===== src/rtl/dmac_write.sv =====
// dmac_write: AXI4 write-side DMA datapath. Splits one request into bursts of at most
// MAX_BURST_LEN beats that never cross a 4 KB page. DMAC_WRITE_ERR_ABORT_EN: stop on first bad BRESP.
module dmac_write #(
    parameter int ADDR_WD       = 32,
    parameter int DATA_WD       = 32,
    parameter int MAX_BURST_LEN = 16
) (
    input  logic                 clk,
    input  logic                 rst,
    input  logic                 wr_req_valid,
    output logic                 wr_req_ready,
    input  logic [ADDR_WD-1:0]   wr_req_addr,
    input  logic [1:0]           wr_req_burst,
    input  logic [ADDR_WD-1:0]   wr_req_length,
    input  logic [2:0]           wr_req_size,
    output logic                 wr_done,
    output logic                 wr_err,
    input  logic                 data_in_valid,
    output logic                 data_in_ready,
    input  logic [DATA_WD-1:0]   data_in,
    output logic                 m_axi_awvalid,
    output logic [ADDR_WD-1:0]   m_axi_awaddr,
    output logic [7:0]           m_axi_awlen,
    output logic [2:0]           m_axi_awsize,
    output logic [1:0]           m_axi_awburst,
    input  logic                 m_axi_awready,
    output logic                 m_axi_wvalid,
    output logic [DATA_WD-1:0]   m_axi_wdata,
    output logic [DATA_WD/8-1:0] m_axi_wstrb,
    output logic                 m_axi_wlast,
    input  logic                 m_axi_wready,
    input  logic                 m_axi_bvalid,
    input  logic [1:0]           m_axi_bresp,
    output logic                 m_axi_bready
);
    localparam int STRB_WD = DATA_WD / 8;

    typedef enum logic [2:0] {IDLE, CALC, AW, W, B, DONE} state_t;

    state_t             state;
    logic [ADDR_WD-1:0] addr;
    logic [ADDR_WD-1:0] rem_beats;
    logic [ADDR_WD-1:0] rem_next;
    logic [1:0]         burst;
    logic [2:0]         size;
    logic [8:0]         burst_beats;
    logic [8:0]         beat_cnt;
    logic [8:0]         calc_beats;
    logic [12:0]        page_beats;
    logic               err;
    logic               err_next;
    logic               w_last_beat;

    // Beats left before the next 4 KB page boundary at the current address.
    assign page_beats = (13'h1000 - {1'b0, addr[11:0]}) >> size;
    assign rem_next   = rem_beats - ADDR_WD'(burst_beats);
    assign err_next   = err | (m_axi_bresp != 2'b00);

    always_comb begin
        calc_beats = 9'(MAX_BURST_LEN);
        if (burst == 2'd0 && calc_beats > 9'd16)
            calc_beats = 9'd16;
        if (burst == 2'd1 && page_beats < 13'(calc_beats))
            calc_beats = page_beats[8:0];
        if (rem_beats < ADDR_WD'(calc_beats))
            calc_beats = rem_beats[8:0];
    end

    // W channel is a straight pass-through of the internal stream while in W.
    assign w_last_beat   = (beat_cnt == burst_beats - 9'd1);
    assign m_axi_wvalid  = (state == W) && data_in_valid;
    assign data_in_ready = (state == W) && m_axi_wready;
    assign m_axi_wdata   = data_in;
    assign m_axi_wstrb   = {STRB_WD{1'b1}};
    assign m_axi_wlast   = (state == W) && w_last_beat;
    assign m_axi_bready  = (state == B);

    always_ff @(posedge clk) begin
        if (rst) begin
            state         <= IDLE;
            wr_req_ready  <= 1'b0;
            wr_done       <= 1'b0;
            wr_err        <= 1'b0;
            err           <= 1'b0;
            addr          <= '0;
            rem_beats     <= '0;
            burst         <= 2'd0;
            size          <= 3'd0;
            burst_beats   <= 9'd0;
            beat_cnt      <= 9'd0;
            m_axi_awvalid <= 1'b0;
            m_axi_awaddr  <= '0;
            m_axi_awlen   <= 8'd0;
            m_axi_awsize  <= 3'd0;
            m_axi_awburst <= 2'd0;
        end else begin
            wr_done <= 1'b0;
            wr_err  <= 1'b0;
            case (state)
                IDLE: begin
                    wr_req_ready <= 1'b1;
                    if (wr_req_valid && wr_req_ready) begin
                        wr_req_ready <= 1'b0;
                        addr         <= wr_req_addr;
                        burst        <= wr_req_burst;
                        size         <= wr_req_size;
                        rem_beats    <= wr_req_length >> wr_req_size;
                        err          <= 1'b0;
                        state        <= CALC;
                    end
                end
                CALC: begin
                    if (burst[1]) begin
                        err     <= 1'b1;
                        wr_done <= 1'b1;
                        wr_err  <= 1'b1;
                        state   <= DONE;
                    end else if (rem_beats == '0) begin
                        wr_done <= 1'b1;
                        wr_err  <= err;
                        state   <= DONE;
                    end else begin
                        burst_beats   <= calc_beats;
                        m_axi_awvalid <= 1'b1;
                        m_axi_awaddr  <= addr;
                        m_axi_awlen   <= 8'(calc_beats - 9'd1);
                        m_axi_awsize  <= size;
                        m_axi_awburst <= burst;
                        state         <= AW;
                    end
                end
                AW: begin
                    if (m_axi_awready) begin
                        m_axi_awvalid <= 1'b0;
                        beat_cnt      <= 9'd0;
                        state         <= W;
                    end
                end
                W: begin
                    if (data_in_valid && m_axi_wready) begin
                        if (w_last_beat)
                            state <= B;
                        else
                            beat_cnt <= beat_cnt + 9'd1;
                    end
                end
                B: begin
                    if (m_axi_bvalid) begin
                        err       <= err_next;
                        rem_beats <= rem_next;
                        if (burst == 2'd1)
                            addr <= addr + (ADDR_WD'(burst_beats) << size);
`ifdef DMAC_WRITE_ERR_ABORT_EN
                        if (rem_next == '0 || m_axi_bresp != 2'b00) begin
`else
                        if (rem_next == '0) begin
`endif
                            wr_done <= 1'b1;
                            wr_err  <= err_next;
                            state   <= DONE;
                        end else begin
                            state <= CALC;
                        end
                    end
                end
                DONE: begin
                    wr_req_ready <= 1'b1;
                    state        <= IDLE;
                end
                default: state <= IDLE;
            endcase
        end
    end
endmodule


===== config.mk =====
export PLATFORM = sky130hd
export DESIGN_NAME = dmac_write
export DESIGN_NICKNAME = d
export VERILOG_FILES = /design/src/rtl/dmac_write.sv
export SDC_FILE = /design/constraint.sdc
export NUM_CORES = 1
export LEC_CHECK = 0
export CAP_MARGIN = 0
export CELL_PAD_IN_SITES_DETAIL_PLACEMENT = 0
export CELL_PAD_IN_SITES_GLOBAL_PLACEMENT = 1
export CORE_ASPECT_RATIO = 1.75
export CORE_MARGIN = 2
export CORE_UTILIZATION = 42
export DETAILED_ROUTE_END_ITERATION = 8
export PLACE_DENSITY = 0.85
export SLEW_MARGIN = 10
export SYNTH_ARGS = -nofsm -noshare
export SYNTH_HDL_FRONTEND = slang
export SYNTH_SLANG_ARGS = --single-unit

===== constraint.sdc =====
create_clock -name clk -period 11.6 [get_ports clk]
set_input_delay 1.16 -clock clk [delete_from_list [all_inputs] [get_ports clk]]
set_output_delay 1.16 -clock clk [all_outputs]
set_load 0.01 [all_outputs]

==> out/qor.yml <==
drtIter0Drc: 584
synth_edf_count: 0
cts.hold.buffers_added: 0
cts_tree: "done"
die-area_um2: 27200
ys_types: 91
clk_pin_slew_ns: 0.07
ff2ff_path_depth: 18
antenna_cells: 0
grt_max_degree: 75
min_period_ns: 6.07
synthArstFlopShare: 0
die_y_um: 217
cts-htree-levels: 4
startpoint: "addr[3]"
synthTopCellsByCount: "nand2_1, a21oi_1, nor2_1"
max_clock_freq_mhz: 165
avgSynthCellArea_um2: 7.28
antenna_found_initial: 0
overflow: 0
fillCellCount: 2599
cp.required_ns: 11.94
grt_pass1_vias: 10700
multi_input_area_um2: 7270
timing.reg2reg.setup_slack_ns: 5.53
final-seq-area_um2: 2780
die_w_um: 126
finalHoldViolCount: 0
ctsRootBufferMaster: "clkbuf_16"
hp-class: "flop to flop"
gp_congestion: 0.976
yosys-top-cells-area: "dfxtp_1, nand2_1, a21oi_1"
netlist_instances: 1494
yosysSeqAreaShare: 0.256
cap_violations: 0
via_per_inst: 5.98
totalWireLength_um: 36400
num-nets-final: 1666
min_period_over_period: 0.523
io_pins: 199
design.core.area_um2: 25700
min_from: "m_axi_awaddr[17]"
drc_errors: 0
cp.arrival_ns: 6.41
ys.warnings.count: 0
min_to: "m_axi_awaddr[17]"
status: "finished, final reports clean"
layout-drive-gt1-share: 0.0654
area_growth_pct: 15.5
rows: 78
start_util: 0.424
path_max_fanout: 17
postCtsSetupRepairBufs: 0
leakagePower_nw: 4.52
grt_pass1_wl_um: 57500
dpl.hpwl_um: 27700
cts.path.max_buffers: 2
stdcell_count: 1850
ant_nets: 0
powerDensity_nw_per_um2: 258
cts_sinks: 139
yosysTopAreaCellShare: 0.256
slew_violations: 0
numPortBuffers: 129
post-synth-top-area-cell: "dfxtp_1"
rsz0062_at_grt: "false"
grt_use_total: 0.267
skew_ns: 0.0114
setup_viol_count_final: 0
drt-wirelength-per-cell_um: 19.7
cp-end-kind: "flop"
synth_flop_cell: "dfxtp_1"
slew_headroom: 0.261
placed_cells: 1818
clk_latency_ns: 0.45
critPathLaunchType: "flop"
critPathKind: "flop to flop"
ys_ff_latch: 139
ctsResizeCount: 0
first_pass_iters: 7
num_vias: 11100
ir_drop_mv: 0.154
reg2reg_from: "addr[3]"
cts_made_buffers: 17
hold_depth: 2
synthesis.area_um2: 10900
tightest_slew_ns: 1.10
holdWs_ns: 0.455
reg2reg_to: "m_axi_awlen[4]"
setup-tns-final_ns: 0
synth_most_common_cell: "nand2_1"
cells by family after synthesis:
| group | after synthesis | synth area share |
|---|---|---|
| mux | 58 | 0.0632 |
| simple gates | 585 | 0.254 |
| xor+xnor | 48 | 0.0387 |
| buf+inv | 189 | 0.0808 |
| fa+ha+maj | 39 | 0.0462 |
| flops | 139 | 0.256 |
| other cells | 2 | 0.000690 |
| compound gates | 434 | 0.260 |
registers in the layout, indices dropped and copies added, names as in the netlist, 2 cells and up:
signal / flops
addr: 32
beat_cnt: 9
burst: 2
burst_beats: 9
m_axi_awaddr: 32
m_axi_awlen: 8
m_axi_awsize: 3
rem_beats: 32
size: 3
state: 3
critical path, cell delays in order (launching register included):
cell and delay [ns]:
dfxtp_1 0.46, or4_4 0.71, o311a_1 0.33, a311o_1 0.33
o21ai_0 0.27, a21boi_0 0.17, or3_1 0.41, ha_1 0.21
or2_2 0.27, a2111o_1 0.40, o21ai_1 0.25, and2_1 0.59
mux2_2 0.30, ha_1 0.24, inv_1 0.10, or3_1 0.33
xnor2_1 0.12, and4_1 0.20, a311o_1 0.26
how the worst max path moves through the flow:
stage,end,slack (ns),cells past startpoint
4_1_cts,m_axi_awlen[4],5.63,18
3_3_place_gp,m_axi_awlen[4],5.75,18
2_1_floorplan,m_axi_awlen[4],6.54,21
3_5_place_dp,m_axi_awlen[4],5.68,18
6_report,m_axi_awlen[4],5.53,18
5_1_grt,m_axi_awlen[4],5.22,20
cells in the final DEF (no fill, tap or decap), types with 16 or more instances in the layout:
master,n
nor2_1,140
nand2_1,222
o21ai_0,69
clkdlybuf4s50_1,128
inv_1,38
nand4_1,19
clkbuf_16,17
a21oi_1,147
dfxtp_1,139
ha_1,37
o211ai_1,16
a211oi_1,48
mux2i_1,36
xnor2_1,39
nand3_1,25
nor3_1,45
nor4_1,21
nor2b_1,17
stage by stage:
step | util | cell area, µm² | total power (W) | worst slack [ns]
floorplan | - | 10900 | 0.00214 | 6.54
global placement | 0.468 | 12000 | 0.00268 | 5.75
detailed placement | 0.468 | 12000 | 0.00269 | 5.68
CTS | 0.490 | 12600 | 0.00322 | 5.63
global route | 0.490 | 12600 | 0.00348 | 5.22
finish | 0.490 | 12600 | 0.00324 | 5.53
report_power, final:
part	internal [W]	switching, W
sequential	0.000601	0.000201
clock	0.000293	0.000231
combinational	0.000715	0.00120
layout make-up:
type / instances / area share
multi-input combinational: 1173 / 0.579
sequential: 139 / 0.221
timing repair buffer: 143 / 0.111
clock buffer: 21 / 0.0374
tap: 320 / 0.0319
inverter: 43 / 0.0128
clock inverter: 11 / 0.00697
metal layers:
layer  GRT usage  vias to the layer above  part of all wire
met2       0.500                      327              0.53
met5           0                        -                 0
met1       0.269                     5199              0.36
li1            -                     5437                 -
met4       0.172                        0             0.069
met3      0.0447                      107             0.038
Note: power is estimated with default switching activity, not from simulation.
